### src/rtl/dram_init_seq_mc_if.sv
// Command port between the init sequencer and the DRAM command arbiter.
interface dram_init_seq_mc_if #(
  parameter int unsigned NUM_CH = 2
);
  localparam int unsigned CH_W = (NUM_CH > 1) ? $clog2(NUM_CH) : 1;

  logic            cmd_valid;
  logic            cmd_ready;
  logic [4:0]      cmd_type;
  logic [CH_W-1:0] cmd_ch;
  logic [31:0]     cmd_data;

  // Sequencer side drives the command, arbiter side returns ready.
  modport master (output cmd_valid, output cmd_type, output cmd_ch, output cmd_data,
                  input  cmd_ready);
  modport slave  (input  cmd_valid, input  cmd_type, input  cmd_ch, input  cmd_data,
                  output cmd_ready);
endinterface

### src/rtl/dram_init_seq_mc.sv
// Multi-channel, table-driven DDR5 init sequencer: powerup, NOP, precharge,
// ZQ calibration, mode-register writes and CKE enable over one shared
// valid/ready command port, with abort, stall timeout and channel mask.
module dram_init_seq_mc #(
  parameter int unsigned NUM_CH      = 2,
  parameter int unsigned NUM_MR      = 8,
  parameter int unsigned TIMER_W     = 16,
  parameter int unsigned T_POWERUP   = 10000,
  parameter int unsigned T_NOP       = 20,
  parameter int unsigned T_PRE       = 20,
  parameter int unsigned T_ZQ        = 128,
  parameter int unsigned T_MRD       = 16,
  parameter int unsigned T_CKE       = 16,
  parameter int unsigned CMD_TIMEOUT = 1024,
  localparam int unsigned MR_W       = (NUM_MR > 1) ? $clog2(NUM_MR) : 1
) (
  input  logic              clk,
  input  logic              rst,
  input  logic              start,
  input  logic              abort,
  input  logic [NUM_CH-1:0] ch_mask,
  input  logic              mr_we,
  input  logic [MR_W-1:0]   mr_waddr,
  input  logic [15:0]       mr_wdata,
  output logic              busy,
  output logic              done,
  output logic              error,
  output logic [3:0]        state_o,
  dram_init_seq_mc_if.master cmd_if
);

  localparam int unsigned CH_W    = (NUM_CH > 1) ? $clog2(NUM_CH) : 1;
  localparam int unsigned STALL_W = (CMD_TIMEOUT > 1) ? $clog2(CMD_TIMEOUT + 1) : 1;
  localparam bit          TIMEOUT_EN = (CMD_TIMEOUT != 0);

  localparam logic [STALL_W-1:0] STALL_LAST =
    STALL_W'((CMD_TIMEOUT == 0) ? 0 : CMD_TIMEOUT - 1);

  localparam logic [TIMER_W-1:0] LD_POWERUP = TIMER_W'(T_POWERUP - 1);
  localparam logic [TIMER_W-1:0] LD_NOP     = TIMER_W'(T_NOP - 1);
  localparam logic [TIMER_W-1:0] LD_PRE     = TIMER_W'(T_PRE - 1);
  localparam logic [TIMER_W-1:0] LD_ZQ      = TIMER_W'(T_ZQ - 1);
  localparam logic [TIMER_W-1:0] LD_MRD     = TIMER_W'(T_MRD - 1);
  localparam logic [TIMER_W-1:0] LD_CKE     = TIMER_W'(T_CKE - 1);

  localparam logic [MR_W-1:0] MR_LAST = MR_W'(NUM_MR - 1);

  localparam logic [4:0] CMD_PRE = 5'd1;
  localparam logic [4:0] CMD_ZQ  = 5'd2;
  localparam logic [4:0] CMD_MRW = 5'd3;
  localparam logic [4:0] CMD_CKE = 5'd4;

  typedef enum logic [3:0] {
    IDLE     = 4'd0,
    POWERUP  = 4'd1,
    NOP      = 4'd2,
    PRE_CMD  = 4'd3,
    PRE_WAIT = 4'd4,
    ZQ_CMD   = 4'd5,
    ZQ_WAIT  = 4'd6,
    MR_CMD   = 4'd7,
    MR_WAIT  = 4'd8,
    CKE_CMD  = 4'd9,
    CKE_WAIT = 4'd10,
    COMPLETE = 4'd11,
    ERROR    = 4'd12
  } state_t;

  state_t              state_q,     state_d;
  logic [TIMER_W-1:0]  timer_q,     timer_d;
  logic [STALL_W-1:0]  stall_q,     stall_d;
  logic [MR_W-1:0]     mr_idx_q,    mr_idx_d;
  logic [NUM_CH-1:0]   mask_q,      mask_d;
  logic                cmd_valid_q, cmd_valid_d;
  logic [4:0]          cmd_type_q,  cmd_type_d;
  logic [CH_W-1:0]     cmd_ch_q,    cmd_ch_d;
  logic [31:0]         cmd_data_q,  cmd_data_d;
  logic                busy_q,      busy_d;
  logic                done_q,      done_d;
  logic                error_q,     error_d;

  logic [15:0]         mr_table_q [NUM_MR];

  logic [CH_W-1:0]     first_ch;
  logic [CH_W-1:0]     next_ch;
  logic                has_next;
  logic                timer_zero;
  logic [TIMER_W-1:0]  timer_dec;
  logic [MR_W-1:0]     mr_idx_inc;
  logic [31:0]         mrw_first_data;
  logic [31:0]         mrw_next_data;

  // Lowest enabled channel, and the next enabled channel above the current one.
  always_comb begin
    first_ch = '0;
    next_ch  = '0;
    has_next = 1'b0;
    for (int c = int'(NUM_CH) - 1; c >= 0; c--) begin
      if (mask_q[c]) begin
        first_ch = CH_W'(c);
        if (c > int'(cmd_ch_q)) begin
          next_ch  = CH_W'(c);
          has_next = 1'b1;
        end
      end
    end
  end

  // Shared timer and MRW payload helpers.
  always_comb begin
    timer_zero     = (timer_q == '0);
    timer_dec      = timer_q - TIMER_W'(1);
    mr_idx_inc     = mr_idx_q + MR_W'(1);
    mrw_first_data = {16'h0000, mr_table_q[0]};
    mrw_next_data  = {8'h00, 8'(mr_idx_inc), mr_table_q[mr_idx_inc]};
  end

  // Next-state and next-output logic for the sequencer.
  always_comb begin
    state_d     = state_q;
    timer_d     = timer_q;
    stall_d     = stall_q;
    mr_idx_d    = mr_idx_q;
    mask_d      = mask_q;
    cmd_valid_d = cmd_valid_q;
    cmd_type_d  = cmd_type_q;
    cmd_ch_d    = cmd_ch_q;
    cmd_data_d  = cmd_data_q;

    if (abort) begin
      state_d     = IDLE;
      timer_d     = '0;
      stall_d     = '0;
      mr_idx_d    = '0;
      cmd_valid_d = 1'b0;
      cmd_type_d  = '0;
      cmd_ch_d    = '0;
      cmd_data_d  = '0;
    end else begin
      unique case (state_q)
        IDLE, COMPLETE, ERROR: begin
          if (start) begin
            mask_d = ch_mask;
            if (ch_mask == '0) begin
              state_d = ERROR;
            end else begin
              state_d = POWERUP;
              timer_d = LD_POWERUP;
            end
          end
        end

        POWERUP: begin
          if (timer_zero) begin
            state_d = NOP;
            timer_d = LD_NOP;
          end else begin
            timer_d = timer_dec;
          end
        end

        NOP: begin
          if (timer_zero) begin
            state_d     = PRE_CMD;
            cmd_valid_d = 1'b1;
            cmd_type_d  = CMD_PRE;
            cmd_ch_d    = first_ch;
            cmd_data_d  = '0;
          end else begin
            timer_d = timer_dec;
          end
        end

        PRE_CMD, ZQ_CMD, MR_CMD, CKE_CMD: begin
          if (cmd_valid_q && cmd_if.cmd_ready) begin
            stall_d = '0;
            if (has_next) begin
              cmd_ch_d = next_ch;
            end else begin
              cmd_valid_d = 1'b0;
              cmd_type_d  = '0;
              cmd_ch_d    = '0;
              cmd_data_d  = '0;
              case (state_q)
                PRE_CMD: begin state_d = PRE_WAIT; timer_d = LD_PRE; end
                ZQ_CMD:  begin state_d = ZQ_WAIT;  timer_d = LD_ZQ;  end
                MR_CMD:  begin state_d = MR_WAIT;  timer_d = LD_MRD; end
                default: begin state_d = CKE_WAIT; timer_d = LD_CKE; end
              endcase
            end
          end else if (TIMEOUT_EN && (stall_q == STALL_LAST)) begin
            state_d     = ERROR;
            stall_d     = '0;
            cmd_valid_d = 1'b0;
            cmd_type_d  = '0;
            cmd_ch_d    = '0;
            cmd_data_d  = '0;
          end else begin
            stall_d = stall_q + STALL_W'(1);
          end
        end

        PRE_WAIT: begin
          if (timer_zero) begin
            state_d     = ZQ_CMD;
            cmd_valid_d = 1'b1;
            cmd_type_d  = CMD_ZQ;
            cmd_ch_d    = first_ch;
            cmd_data_d  = '0;
          end else begin
            timer_d = timer_dec;
          end
        end

        ZQ_WAIT: begin
          if (timer_zero) begin
            state_d     = MR_CMD;
            mr_idx_d    = '0;
            cmd_valid_d = 1'b1;
            cmd_type_d  = CMD_MRW;
            cmd_ch_d    = first_ch;
            cmd_data_d  = mrw_first_data;
          end else begin
            timer_d = timer_dec;
          end
        end

        MR_WAIT: begin
          if (timer_zero) begin
            cmd_valid_d = 1'b1;
            cmd_ch_d    = first_ch;
            if (mr_idx_q == MR_LAST) begin
              state_d    = CKE_CMD;
              cmd_type_d = CMD_CKE;
              cmd_data_d = 32'h0000_0001;
            end else begin
              state_d    = MR_CMD;
              mr_idx_d   = mr_idx_inc;
              cmd_type_d = CMD_MRW;
              cmd_data_d = mrw_next_data;
            end
          end else begin
            timer_d = timer_dec;
          end
        end

        CKE_WAIT: begin
          if (timer_zero) begin
            state_d = COMPLETE;
          end else begin
            timer_d = timer_dec;
          end
        end

        default: state_d = IDLE;
      endcase
    end

    busy_d  = !((state_d == IDLE) || (state_d == COMPLETE) || (state_d == ERROR));
    done_d  = (state_d == COMPLETE);
    error_d = (state_d == ERROR);
  end

  // State and output registers.
  always_ff @(posedge clk) begin
    if (rst) begin
      state_q     <= IDLE;
      timer_q     <= '0;
      stall_q     <= '0;
      mr_idx_q    <= '0;
      mask_q      <= '0;
      cmd_valid_q <= 1'b0;
      cmd_type_q  <= '0;
      cmd_ch_q    <= '0;
      cmd_data_q  <= '0;
      busy_q      <= 1'b0;
      done_q      <= 1'b0;
      error_q     <= 1'b0;
    end else begin
      state_q     <= state_d;
      timer_q     <= timer_d;
      stall_q     <= stall_d;
      mr_idx_q    <= mr_idx_d;
      mask_q      <= mask_d;
      cmd_valid_q <= cmd_valid_d;
      cmd_type_q  <= cmd_type_d;
      cmd_ch_q    <= cmd_ch_d;
      cmd_data_q  <= cmd_data_d;
      busy_q      <= busy_d;
      done_q      <= done_d;
      error_q     <= error_d;
    end
  end

  // Mode-register table; writes are locked out while a sequence is running.
  always_ff @(posedge clk) begin
    if (rst) begin
      for (int i = 0; i < int'(NUM_MR); i++) begin
        mr_table_q[i] <= '0;
      end
    end else if (mr_we && !busy_q) begin
      mr_table_q[mr_waddr] <= mr_wdata;
    end
  end

  assign busy             = busy_q;
  assign done             = done_q;
  assign error            = error_q;
  assign state_o          = state_q;
  assign cmd_if.cmd_valid = cmd_valid_q;
  assign cmd_if.cmd_type  = cmd_type_q;
  assign cmd_if.cmd_ch    = cmd_ch_q;
  assign cmd_if.cmd_data  = cmd_data_q;

endmodule

### src/flat_wrapper.sv
// flat-port wrapper written by rule: the top's interface ports become plain ports
module dram_init_seq_mc_flat 
#(
  parameter int unsigned NUM_CH      = 2,
  parameter int unsigned NUM_MR      = 8,
  parameter int unsigned TIMER_W     = 16,
  parameter int unsigned T_POWERUP   = 10000,
  parameter int unsigned T_NOP       = 20,
  parameter int unsigned T_PRE       = 20,
  parameter int unsigned T_ZQ        = 128,
  parameter int unsigned T_MRD       = 16,
  parameter int unsigned T_CKE       = 16,
  parameter int unsigned CMD_TIMEOUT = 1024,
  localparam int unsigned MR_W       = (NUM_MR > 1) ? $clog2(NUM_MR) : 1
)
  (clk, rst, start, abort, ch_mask, mr_we, mr_waddr, mr_wdata, busy, done, error, state_o, cmd_if_cmd_valid, cmd_if_cmd_type, cmd_if_cmd_ch, cmd_if_cmd_data, cmd_if_cmd_ready);
  dram_init_seq_mc_if #(.NUM_CH(NUM_CH)) cmd_if_i ();
  input  logic clk;
  input  logic rst;
  input  logic start;
  input  logic abort;
  input  logic [NUM_CH-1:0] ch_mask;
  input  logic mr_we;
  input  logic [MR_W-1:0] mr_waddr;
  input  logic [15:0] mr_wdata;
  output logic busy;
  output logic done;
  output logic error;
  output logic [3:0] state_o;
  output wire logic [$bits(cmd_if_i.cmd_valid)-1:0] cmd_if_cmd_valid;
  output wire logic [$bits(cmd_if_i.cmd_type)-1:0] cmd_if_cmd_type;
  output wire logic [$bits(cmd_if_i.cmd_ch)-1:0] cmd_if_cmd_ch;
  output wire logic [$bits(cmd_if_i.cmd_data)-1:0] cmd_if_cmd_data;
  input wire logic [$bits(cmd_if_i.cmd_ready)-1:0] cmd_if_cmd_ready;
  assign cmd_if_cmd_valid = cmd_if_i.cmd_valid;
  assign cmd_if_cmd_type = cmd_if_i.cmd_type;
  assign cmd_if_cmd_ch = cmd_if_i.cmd_ch;
  assign cmd_if_cmd_data = cmd_if_i.cmd_data;
  assign cmd_if_i.cmd_ready = cmd_if_cmd_ready;
  dram_init_seq_mc #(.NUM_CH(NUM_CH), .NUM_MR(NUM_MR), .TIMER_W(TIMER_W), .T_POWERUP(T_POWERUP), .T_NOP(T_NOP), .T_PRE(T_PRE), .T_ZQ(T_ZQ), .T_MRD(T_MRD), .T_CKE(T_CKE), .CMD_TIMEOUT(CMD_TIMEOUT)) u_core (.clk(clk), .rst(rst), .start(start), .abort(abort), .ch_mask(ch_mask), .mr_we(mr_we), .mr_waddr(mr_waddr), .mr_wdata(mr_wdata), .busy(busy), .done(done), .error(error), .state_o(state_o), .cmd_if(cmd_if_i));
endmodule
### config.mk
export PLATFORM = sky130hd
export DESIGN_NAME = dram_init_seq_mc_flat
export DESIGN_NICKNAME = d
export VERILOG_FILES = /design/src/rtl/dram_init_seq_mc_if.sv /design/src/rtl/dram_init_seq_mc.sv /design/src/flat_wrapper.sv
export SDC_FILE = /design/constraint.sdc
export NUM_CORES = 1
export LEC_CHECK = 0
export BUFFER_PORTS_ARGS = -buffer_cell sky130_fd_sc_hd__buf_2
export CORE_MARGIN = 2
export CORE_UTILIZATION = 55
export CTS_BUF_LIST = sky130_fd_sc_hd__clkbuf_2 sky130_fd_sc_hd__clkbuf_4 sky130_fd_sc_hd__clkbuf_8
export CTS_CLUSTER_SIZE = 40
export DETAILED_ROUTE_END_ITERATION = 10
export PLACE_DENSITY_LB_ADDON = 0.3
export SYNTH_ARGS = -nofsm -noshare
export SYNTH_HDL_FRONTEND = slang
export SYNTH_SLANG_ARGS = --single-unit
### constraint.sdc
create_clock -name clk -period 6.2 [get_ports clk]
set_input_delay 0.31 -clock clk [delete_from_list [all_inputs] [get_ports clk]]
set_output_delay 0.31 -clock clk [all_outputs]
set_load 0.02 [all_outputs]
==> key figures, run 1 <==
Route
  • Drt drc: 0
  • Vias per Instance: 6.10
  • Antenna viol nets, final: 0
  • Routed wire length: 22400 um
  • Drt initial violations: 697
  • Routed WL per cell: 20.4 um
  • TritonRoute pass-1 iters: 5
  • Via count: 6694

Cells and area
  • Area Growth Syn to Fin: 7.49%
  • Share of layout cells above drive strength 1: 18.9%
  • Nets: 892
  • Diodes inserted: 0
  • Filler cell count: 1394

Synthesis
  • Synth cell types: 74
  • Syn avg cell area: between 10 and 15 um2
  • Register bit total from synthesis: approximately 190
  • Post-synth top area cell: edfxtp_1
  • Synth Flop Type: edfxtp_1
  • Seq/Total Area, Yosys: ~54%
  • Synthesized instance count: about 830
  • Synth area leaders: edfxtp_1 40%, dfxtp_1 13%, and2_1 8.7%
  • Post-synth EDFFs: 128
  • Share of the synthesized area in the top cell type: 40.4%
  • FFs w/ async S/R, synth: 0%
  • Syn Std Cell Area: 9520 um2
  • Yosys warns: 0

Power
  • Net Sw Power: 0.702 mW
  • Sw frac: 28.0%
  • Comb power frac: a little under an eighth
  • Clock share of power: 31.5%
  • Seq pwr share: 57.2%
  • Pint: 1.81 mW
  • Peak VDD IR: 0.000144 V
  • P_leak: around 3.7 nW
  • Final Power: 2.51 mW
  • Power per Cell Area: 245 nW/um2

Timing
  • Headroom to the max-slew limit: 27.1%
  • Slew @ Worst Pin: 1.09 ns
  • Maximum clock rate: 314 MHz
  • Fin. Hold Viols: 0
  • TNS Setup: 0 ns
  • Number of endpoints failing setup at the final stage: 0
  • RSZ-0062 raised after global routing: no
  • Final min period: about 3.2 ns
  • Skew final: 0.0163 ns
  • Fin. max-slew vios: 0
  • Final worst path period share: a little over 50%

Die
  • Die Width: 136 um
  • Io pins: 73
  • Rows: 48
  • Die ar.: 18400 um2
  • Core area: around 17000 um2
  • Die outline height: 136 um
  • Initial core utilization: 55.6%

Clock network
  • CTS tree: built
  • Reg clk slew, reported paths: 0.10 ns
  • Clock root buffer: clkbuf_8
  • H-tree depth: 4
  • Skew-Pair Late Insertion Delay: 0.48 ns
  • Worst-case clock buffer depth: 2
  • Post-CTS sizing: 0
  • Num CTS Buffers: 17
  • Post-CTS Setup Inserts: 0
  • Cts hold-fix bufs: 0
  • Clock net sink count: approximately 190

Setup path
  • Reg-to-reg setup timing slack: 3.01 ns
  • Worst Path Required: 6.55 ns
  • Startpoint types: register
  • Critical Path Fanout Max: 36
  • FF-to-FF Start: u_core.mr_idx_q[0]
  • Critical path type: reg2reg
  • Reg2Reg Depth: 8
  • Critical Path Sink: u_core.busy
  • Setup crit end kind: register
  • R2r endpoint: u_core.busy
  • Setup crit start: u_core.mr_idx_q[0]
  • Arr. time, crit path: 3.54 ns

Global route
  • Initial antenna violation count: 1
  • Largest net degree at the start of global routing: 47
  • Overflow after GRT: 0
  • Routing usage on met1: between 30% and 40%
  • First-pass GRT wire length: about 35000 um
  • Most Crowded Layer GR: met2
  • Global Route met2 Usage: 41.3%
  • Vias in the first global route: 6385
  • Total global-route track usage: between 20% and 30%
  • Global-route met3 utilization: 5.50%

Placed design
  • Port Buffer Count: 57
  • Placer Congestion: 0.896
  • Final HPWL DP: 14300 um

Run status
  • Status: completed

Hold path
  • Min-delay src: ch_mask[1]
  • Hold Path Depth: 3
  • Worst hold path class: in2reg

Flow run
  • Max Cap Viol: 0
[worst min-delay path by stage]
stage,to
finish,u_core.mask_q[1]
global route,u_core.mask_q[1]
CTS,u_core.mask_q[1]
detailed placement,u_core.cmd_if.cmd_data[16]
global placement,u_core.cmd_if.cmd_data[16]
floorplan,u_core.mr_idx_q[1]
[synthesized netlist by cell type (2+ instances only)]
cell	number
nor4_1	5
dfxtp_1	63
buf_6	5
a21o_1	4
xnor2_1	3
nor3b_1	5
nand4_1	5
nand3b_1	5
edfxtp_1	128
nor4b_2	2
nor2_1	60
mux4_2	32
a31oi_1	3
o21a_1	4
or4_1	3
nand2_1	43
buf_2	16
o31ai_1	11
o211ai_1	4
nor4_2	3
nand4b_1	2
a22oi_1	16
o21ai_0	33
and3_1	6
or2_2	9
mux2i_1	19
o21ai_1	2
a211oi_1	4
o41ai_1	4
xor2_1	2
inv_1	6
nand3_1	17
nor2_2	2
nor3_1	17
nor2b_1	4
buf_4	16
and2_1	133
ha_1	5
o31ai_2	3
or3_1	3
o22ai_1	5
o221ai_1	2
a21oi_1	47
nand2b_1	7
clkbuf_1	28
[power by group through the flow]
stage	sequential [mW]	combinational [mW]	clock (mW)
floorplan	1.45	0.218	0
global placement	1.46	0.273	0
detailed placement	1.46	0.280	0
CTS	1.43	0.281	0.799
global route	1.44	0.308	0.850
finish	1.44	0.285	0.790
[layout by cell type, fill, tap and decap left out, types with 5 or more instances in the layout]
cell and n:
conb_1 15, ha_1 5, nor4_1 5, mux2i_1 19, dfxtp_1 62, buf_2 57, or2_2 9, buf_4 11
nand3b_1 5, inv_1 6, and2_1 133, o21ai_0 33, a21oi_1 47, o22ai_1 5, and3_1 6, nand2_1 43
nor3b_1 5, inv_6 6, clkbuf_8 18, o31ai_1 11, edfxtp_1 128, nand2b_1 7, nand4_1 5, nand3_1 17
a22oi_1 16, nor2_1 60, nor3_1 17, mux4_2 32
[logic make-up (layout without fill, tap and decap cells)]
family	Yosys count	in the layout	synth area share (%)
other	1	15	0.0394
multiplexers	52	52	9.68
buffers and inverters	72	106	4.07
XOR/XNOR	5	5	0.460
AO/OA/AOI/OAI	155	155	10.8
AND/OR/NAND/NOR	343	343	20.5
adder cells (fa/ha/maj)	6	6	0.775
flip-flops	191	191	53.6
[final cells by class]
cell class	instances	area (um2)	share of cell area (%)
Tap cell	225	282	2.75
Inverter	6	22.5	0.220
Timing Repair Buffer	68	368	3.59
Sequential cell	191	5110	49.9
Clock buffer	19	255	2.49
Multi-Input combinational cell	576	4080	39.9
Clock inverter	13	120	1.17
[routing by layer]
metal	vias up	part of all wire, %
li1	3090	-
met5	-	0.058
met2	285	49
met1	3283	43
met4	2	1.3
met3	34	6.6
[flip-flops by register name, indices dropped and copies added, names as in the netlist]
signal and count:
u_core.cmd_if.cmd_valid 1, u_core.state_o 4, u_core.mask_q 2, u_core.stall_q 11, u_core.cmd_if.cmd_ch 1, u_core.cmd_if.cmd_type 3, u_core.busy 1, u_core.timer_q 16
u_core.mr_idx_q 3, u_core.cmd_if.cmd_data 19, u_core.done 1, u_core.error 1, u_core.mr_table_q 128
[worst max-delay path, stage by stage (launching register included)]
cell and delay [ns]:
dfxtp_2 0.33, buf_4 0.54, ha_1 0.27, ha_1 0.22
nand2b_1 0.76, a21oi_1 0.17, nor3b_1 0.49, a31o_1 0.23
a21oi_1 0.06
[stage by stage]
| stage | instances | instance area [um2] | util, % | hold slack [ns] | setup slack (ns) |
|---|---|---|---|---|---|
| after floorplan | 839 | 9580 | - | 0.436 | 4.04 |
| after global placement | 1066 | 9860 | 57.6 | 0.449 | 3.16 |
| after detailed placement | 1066 | 9860 | 57.6 | 0.446 | 2.98 |
| after CTS | 1098 | 10200 | 59.8 | 0.111 | 2.97 |
| after global routing | 1098 | 10200 | 59.8 | 0.130 | 2.77 |
| final | 1098 | 10200 | 59.8 | 0.130 | 3.01 |
(Power assumes the default switching activity.)
==> inputs of run 2 (changes only) <==
==> constraint.sdc (replaced) <==
create_clock -name clk -period 3.1 [get_ports clk]
set_input_delay 0.155 -clock clk [delete_from_list [all_inputs] [get_ports clk]]
set_output_delay 0.155 -clock clk [all_outputs]
set_load 0.02 [all_outputs]
==> key figures, run 2 (synthesis gave the netlist of run 1 again) <==
Run status
  • Status: completed

Timing
  • Skew final: 0.0141 ns
  • Slew @ Worst Pin: about 1.1 ns
  • Number of endpoints failing setup at the final stage: 0
  • Fin. Hold Viols: 0
  • TNS Setup: 0 ns
  • Fin. max-slew vios: 0
  • RSZ-0062 raised after global routing: no
  • Headroom to the max-slew limit: 26.4%
  • Maximum clock rate: 376 MHz
  • Final worst path period share: 85.9%
  • Fin Hold WS: 0.0202 ns
  • Final min period: between 2 and 3 ns

Cells and area
  • Final Util: about three fifths
  • Final Cell Area: approximately 10000 um2
  • Share of layout cells above drive strength 1: between 10% and 20%
  • Sequential cell area: approximately 5000 um2
  • Filler cell count: 1432
  • Commonest non-fill, non-tap cell in the layout: and2_1
  • Multi-input combinational cell area: 4080 um2
  • Largest reg by FF count: u_core.mr_table_q
  • Diodes inserted: 0
  • Most frequent cells in the layout: 133 x and2_1, 128 x edfxtp_1, 62 x dfxtp_1, 60 x nor2_1, 57 x buf_2
  • Area Growth Syn to Fin: 8.99%
  • Max reg flops: 128
  • Nets: 903

Route
  • Routed WL per cell: 20.6 um
  • Antenna viol nets, final: 0
  • Vias per Instance: 6.16
  • Drt initial violations: 550
  • Routed wire length: roughly 23000 um
  • Drt drc: 0
  • TritonRoute pass-1 iters: 6
  • Via count: about 6800

Clock network
  • Clock root buffer: clkbuf_8
  • Num CTS Buffers: 17
  • H-tree depth: 4
  • Worst-case clock buffer depth: 2
  • CTS tree: built
  • Skew-Pair Late Insertion Delay: 0.48 ns
  • Reg clk slew, reported paths: about 0.11 ns
  • Clock net sink count: 191
  • Post-CTS Setup Inserts: 0

Die
  • Die Width: 136 um
  • Initial core utilization: around 56%
  • Rows: 48
  • Core area: 17100 um2
  • Die outline height: 136 um
  • Die ar.: between 15000 and 20000 um2
  • Io pins: 73

Global route
  • Overflow after GRT: 0
  • Initial antenna violation count: 0
  • First-pass GRT wire length: between 30000 and 40000 um
  • Largest net degree at the start of global routing: 47
  • Total global-route track usage: 25.3%
  • Vias in the first global route: about 6600

Hold path
  • Worst hold path class: in2reg

Setup path
  • Critical Path Fanout Max: 16
  • Arr. time, crit path: 2.99 ns
  • Setup crit end kind: register
  • Worst Path Required: approximately 3.4 ns
  • Critical path type: reg2reg
  • Startpoint types: register

Placed design
  • DP Area: 9930 um2
  • Placer Congestion: 0.892
  • Port Buffer Count: 57
  • Final HPWL DP: 14800 um

Power
  • P_leak: 3.81 nW
  • Final Power: 5.24 mW
  • Peak VDD IR: just under 0.0004 V
  • Power per Cell Area: around 500 nW/um2

Flow run
  • Max Cap Viol: 0
==> run 2: cell count changes in the layout (fill, tap and decap cells not counted), sizes merged, moves of 2 or more <==
| cell | change |
|---|---|
| dlygate4sd3 | +2 |
| clkinvlp | -2 |
| clkinv | +2 |
| bufinv | +3 |
| clkbuf | -2 |
| buf | +9 |
==> run 2: report_power, final <==
| part | switching (mW) | internal (mW) | total, mW |
|---|---|---|---|
| Sequential | 0.0543 | 2.81 | 2.86 |
| Combinational | 0.388 | 0.198 | 0.585 |
| Clock | 0.964 | 0.828 | 1.79 |
==> run 2: worst max-delay path, cell delays in order, from the launching register on <==
cell and delay, ns:
dfxtp_1 0.36, inv_1 0.11, ha_1 0.16, nor4b_2 0.39
nand4_1 0.28, nor2_1 0.25, o21ai_1 0.37, buf_4 0.32
a22oi_1 0.21, nor2_1 0.06
==> run 2: path summary, 6_finish.rpt <==
kind | start | to | slack (ns) | depth (start not counted)
min reg2reg | u_core.cmd_if.cmd_data[16] | u_core.cmd_if.cmd_data[16] | 0.47 | 2
max | u_core.timer_q[0] | u_core.cmd_if.cmd_data[1] | 0.44 | 9
min | rst | u_core.mask_q[0] | 0.02 | 2
max reg2reg | u_core.timer_q[0] | u_core.cmd_if.cmd_data[1] | 0.44 | 9
==> run 2: timing repair <==
| action | CTS | global route |
|---|---|---|
| hold buffers | 2 | 0 |
| endpoints found under the hold margin | 2 | 0 |
| gates resized for setup | 0 | 0 |
| setup endpoints to repair | 0 | 0 |
==> run 2: layout make-up <==
| type | count | share of cell area [%] |
|---|---|---|
| clock buffers | 17 | 2.25 |
| clock inverters | 15 | 1.89 |
| inverters | 6 | 0.217 |
| repair buffers | 79 | 4.39 |
| multi-input cells | 576 | 39.3 |
| well taps | 225 | 2.71 |
| flip-flops and latches | 191 | 49.2 |
==> run 2: per-stage QoR <==
step / std cells / setup slack [ns]
after global placement: 1075 / 0.638
after CTS: 1109 / 0.439
after detailed placement: 1075 / 0.519
after global routing: 1109 / 0.128
after floorplan: 839 / 0.944
final: 1109 / 0.438
==> run 2: metal layers <==
| layer | routed length, um | share of wire, % | GRT usage (%) |
|---|---|---|---|
| met5 | 0 | 0 | 0 |
| met3 | 1190 | 5.2 | 4.83 |
| met4 | 303 | 1.3 | 6.66 |
| met2 | 11400 | 50 | 43.0 |
| met1 | 9880 | 43 | 33.6 |
==> inputs of run 3 (changes only) <==
--- a/config.mk
+++ b/config.mk
@@ -12,6 +12,7 @@
 export CTS_CLUSTER_SIZE = 40
 export DETAILED_ROUTE_END_ITERATION = 10
 export PLACE_DENSITY_LB_ADDON = 0.3
+export SKIP_LAST_GASP = 1
 export SYNTH_ARGS = -nofsm -noshare
 export SYNTH_HDL_FRONTEND = slang
 export SYNTH_SLANG_ARGS = --single-unit
==> constraint.sdc (replaced) <==
create_clock -name clk -period 3.1 [get_ports clk]
set_input_delay 0.31 -clock clk [delete_from_list [all_inputs] [get_ports clk]]
set_output_delay 0.31 -clock clk [all_outputs]
set_load 0.02 [all_outputs]
==> key figures, run 3 (synthesis gave the netlist of run 1 again) <==
Route
  • Vias per Instance: 6.07
  • Drt initial violations: around 640
  • Antenna viol nets, final: 0
  • TritonRoute pass-1 iters: 5
  • Via count: approximately 6700
  • Routed wire length: 23000 um
  • Routed WL per cell: 20.7 um
  • Drt drc: 0

Placed design
  • Placer Congestion: 0.882
  • Final HPWL DP: 15100 um
  • Port Buffer Count: 57

Clock network
  • H-tree depth: 4
  • Clock net sink count: between 150 and 200
  • CTS tree: built
  • Post-CTS Setup Inserts: 0
  • Num CTS Buffers: 17
  • Worst-case clock buffer depth: 2
  • Clock root buffer: clkbuf_8
  • Cts hold-fix bufs: 0
  • Skew-Pair Late Insertion Delay: around 0.47 ns
  • Post-CTS sizing: 0
  • Reg clk slew, reported paths: roughly 0.10 ns

Power
  • Peak VDD IR: 0.000328 V
  • Power per Cell Area: 487 nW/um2
  • P_leak: 3.77 nW

Timing
  • Final worst path period share: 83.0%
  • Fin Hold WS: 0.147 ns
  • Skew final: 0.0124 ns
  • Final min period: about 2.6 ns
  • Fin. Hold Viols: 0
  • Fin. max-slew vios: 0
  • Number of endpoints failing setup at the final stage: 0
  • RSZ-0062 raised after global routing: no
  • Slew @ Worst Pin: between 0.9 and 1 ns
  • Headroom to the max-slew limit: 36.7%
  • TNS Setup: 0 ns
  • Maximum clock rate: 388 MHz

Die
  • Die ar.: between 15000 and 20000 um2
  • Die Width: 136 um
  • Io pins: 73
  • Die outline height: 136 um
  • Core area: roughly 17000 um2
  • Rows: 48
  • Initial core utilization: 55.6%

Cells and area
  • Max reg flops: 128
  • Largest reg by FF count: u_core.mr_table_q
  • Share of layout cells above drive strength 1: 19.8%
  • Most frequent cells in the layout: 133 x and2_1, 128 x edfxtp_1, 62 x dfxtp_1, 60 x nor2_1, 57 x buf_2
  • Area Growth Syn to Fin: 8.30%
  • Filler cell count: about 1400
  • Nets: 902
  • Commonest non-fill, non-tap cell in the layout: and2_1

Hold path
  • Min-delay src: ch_mask[1]
  • Worst hold path class: in2reg
  • Hold Path Depth: 3
  • Hold Path End: u_core.mask_q[1]

Global route
  • Overflow after GRT: 0
  • Largest net degree at the start of global routing: 47
  • First-pass GRT wire length: roughly 36000 um
  • Vias in the first global route: 6712
  • Initial antenna violation count: 1
  • Total global-route track usage: 25.9%

Setup path
  • FF-to-FF Start: u_core.timer_q[0]
  • Startpoint types: register
  • Worst Path Required: 3.42 ns
  • Critical Path Fanout Max: 13
  • Arr. time, crit path: around 2.9 ns
  • R2r endpoint: u_core.cmd_if.cmd_data[3]
  • Critical path type: reg2reg
  • Setup crit end kind: register
  • Reg2Reg Depth: 9
  • Reg-to-reg setup timing slack: ~0.53 ns

Run status
  • Status: completed

Flow run
  • Max Cap Viol: 0
run 3: final cells by class:
cell class              instances  area [um2]  share of cell area, %
clock buffers                  17         234                   2.27
clock inverters                15         141                   1.37
repair buffers                 78         443                   4.29
inverters                       6        22.5                  0.218
diodes                          1        2.50                 0.0243
well taps                     225         282                   2.73
multi-input cells             576        4080                   39.6
flip-flops and latches        191        5110                   49.5
run 3: worst max-delay path by stage:
| stage | slack (ns) | to | from | depth (start not counted) |
|---|---|---|---|---|
| after CTS | 0.55 | u_core.cmd_if.cmd_data[3] | u_core.timer_q[0] | 9 |
| after floorplan | 0.94 | u_core.cmd_if.cmd_data[10] | u_core.mr_idx_q[0] | 8 |
| after detailed placement | 0.58 | u_core.done | u_core.state_o[3] | 6 |
| final | 0.53 | u_core.cmd_if.cmd_data[3] | u_core.timer_q[0] | 9 |
| after global routing | 0.16 | u_core.cmd_if.cmd_data[2] | u_core.timer_q[0] | 9 |
| after global placement | 0.60 | u_core.done | u_core.state_o[2] | 6 |
run 3: critical path: stages (launching register included):
cell and delay [ns]:
dfxtp_1 0.35, inv_1 0.11, ha_1 0.15, nor4b_2 0.38
nand4_1 0.29, nor2_1 0.27, o21ai_1 0.33, buf_4 0.30
a22oi_1 0.20, nor2_1 0.06
run 3: routing by layer:
metal / wire, um / part of all wire [%] / GRT usage [%]
met1: 9740 / 42 / 34.5
met2: 11500 / 50 / 43.8
met3: 1370 / 6.0 / 5.01
met4: 306 / 1.3 / 6.71
met5: 0 / 0 / 0
run 3: power by group:
part           switching [mW]  internal [mW]
logic                   0.381          0.197
registers              0.0601           2.81
clock network           0.983          0.594
total                    1.42           3.60
run 3: metrics by stage:
stage | utilization, % | total power, mW | cells | setup slack [ns] | cell area (um2)
after CTS | 60.2 | 5.04 | 1108 | 0.547 | 10300
final | 60.3 | 5.02 | 1109 | 0.526 | 10300
after global placement | 58.1 | 3.47 | 1076 | 0.599 | 9940
after detailed placement | 58.1 | 3.50 | 1076 | 0.579 | 9940
after global routing | 60.2 | 5.23 | 1108 | 0.158 | 10300
after floorplan | - | 3.33 | 839 | 0.944 | 9580
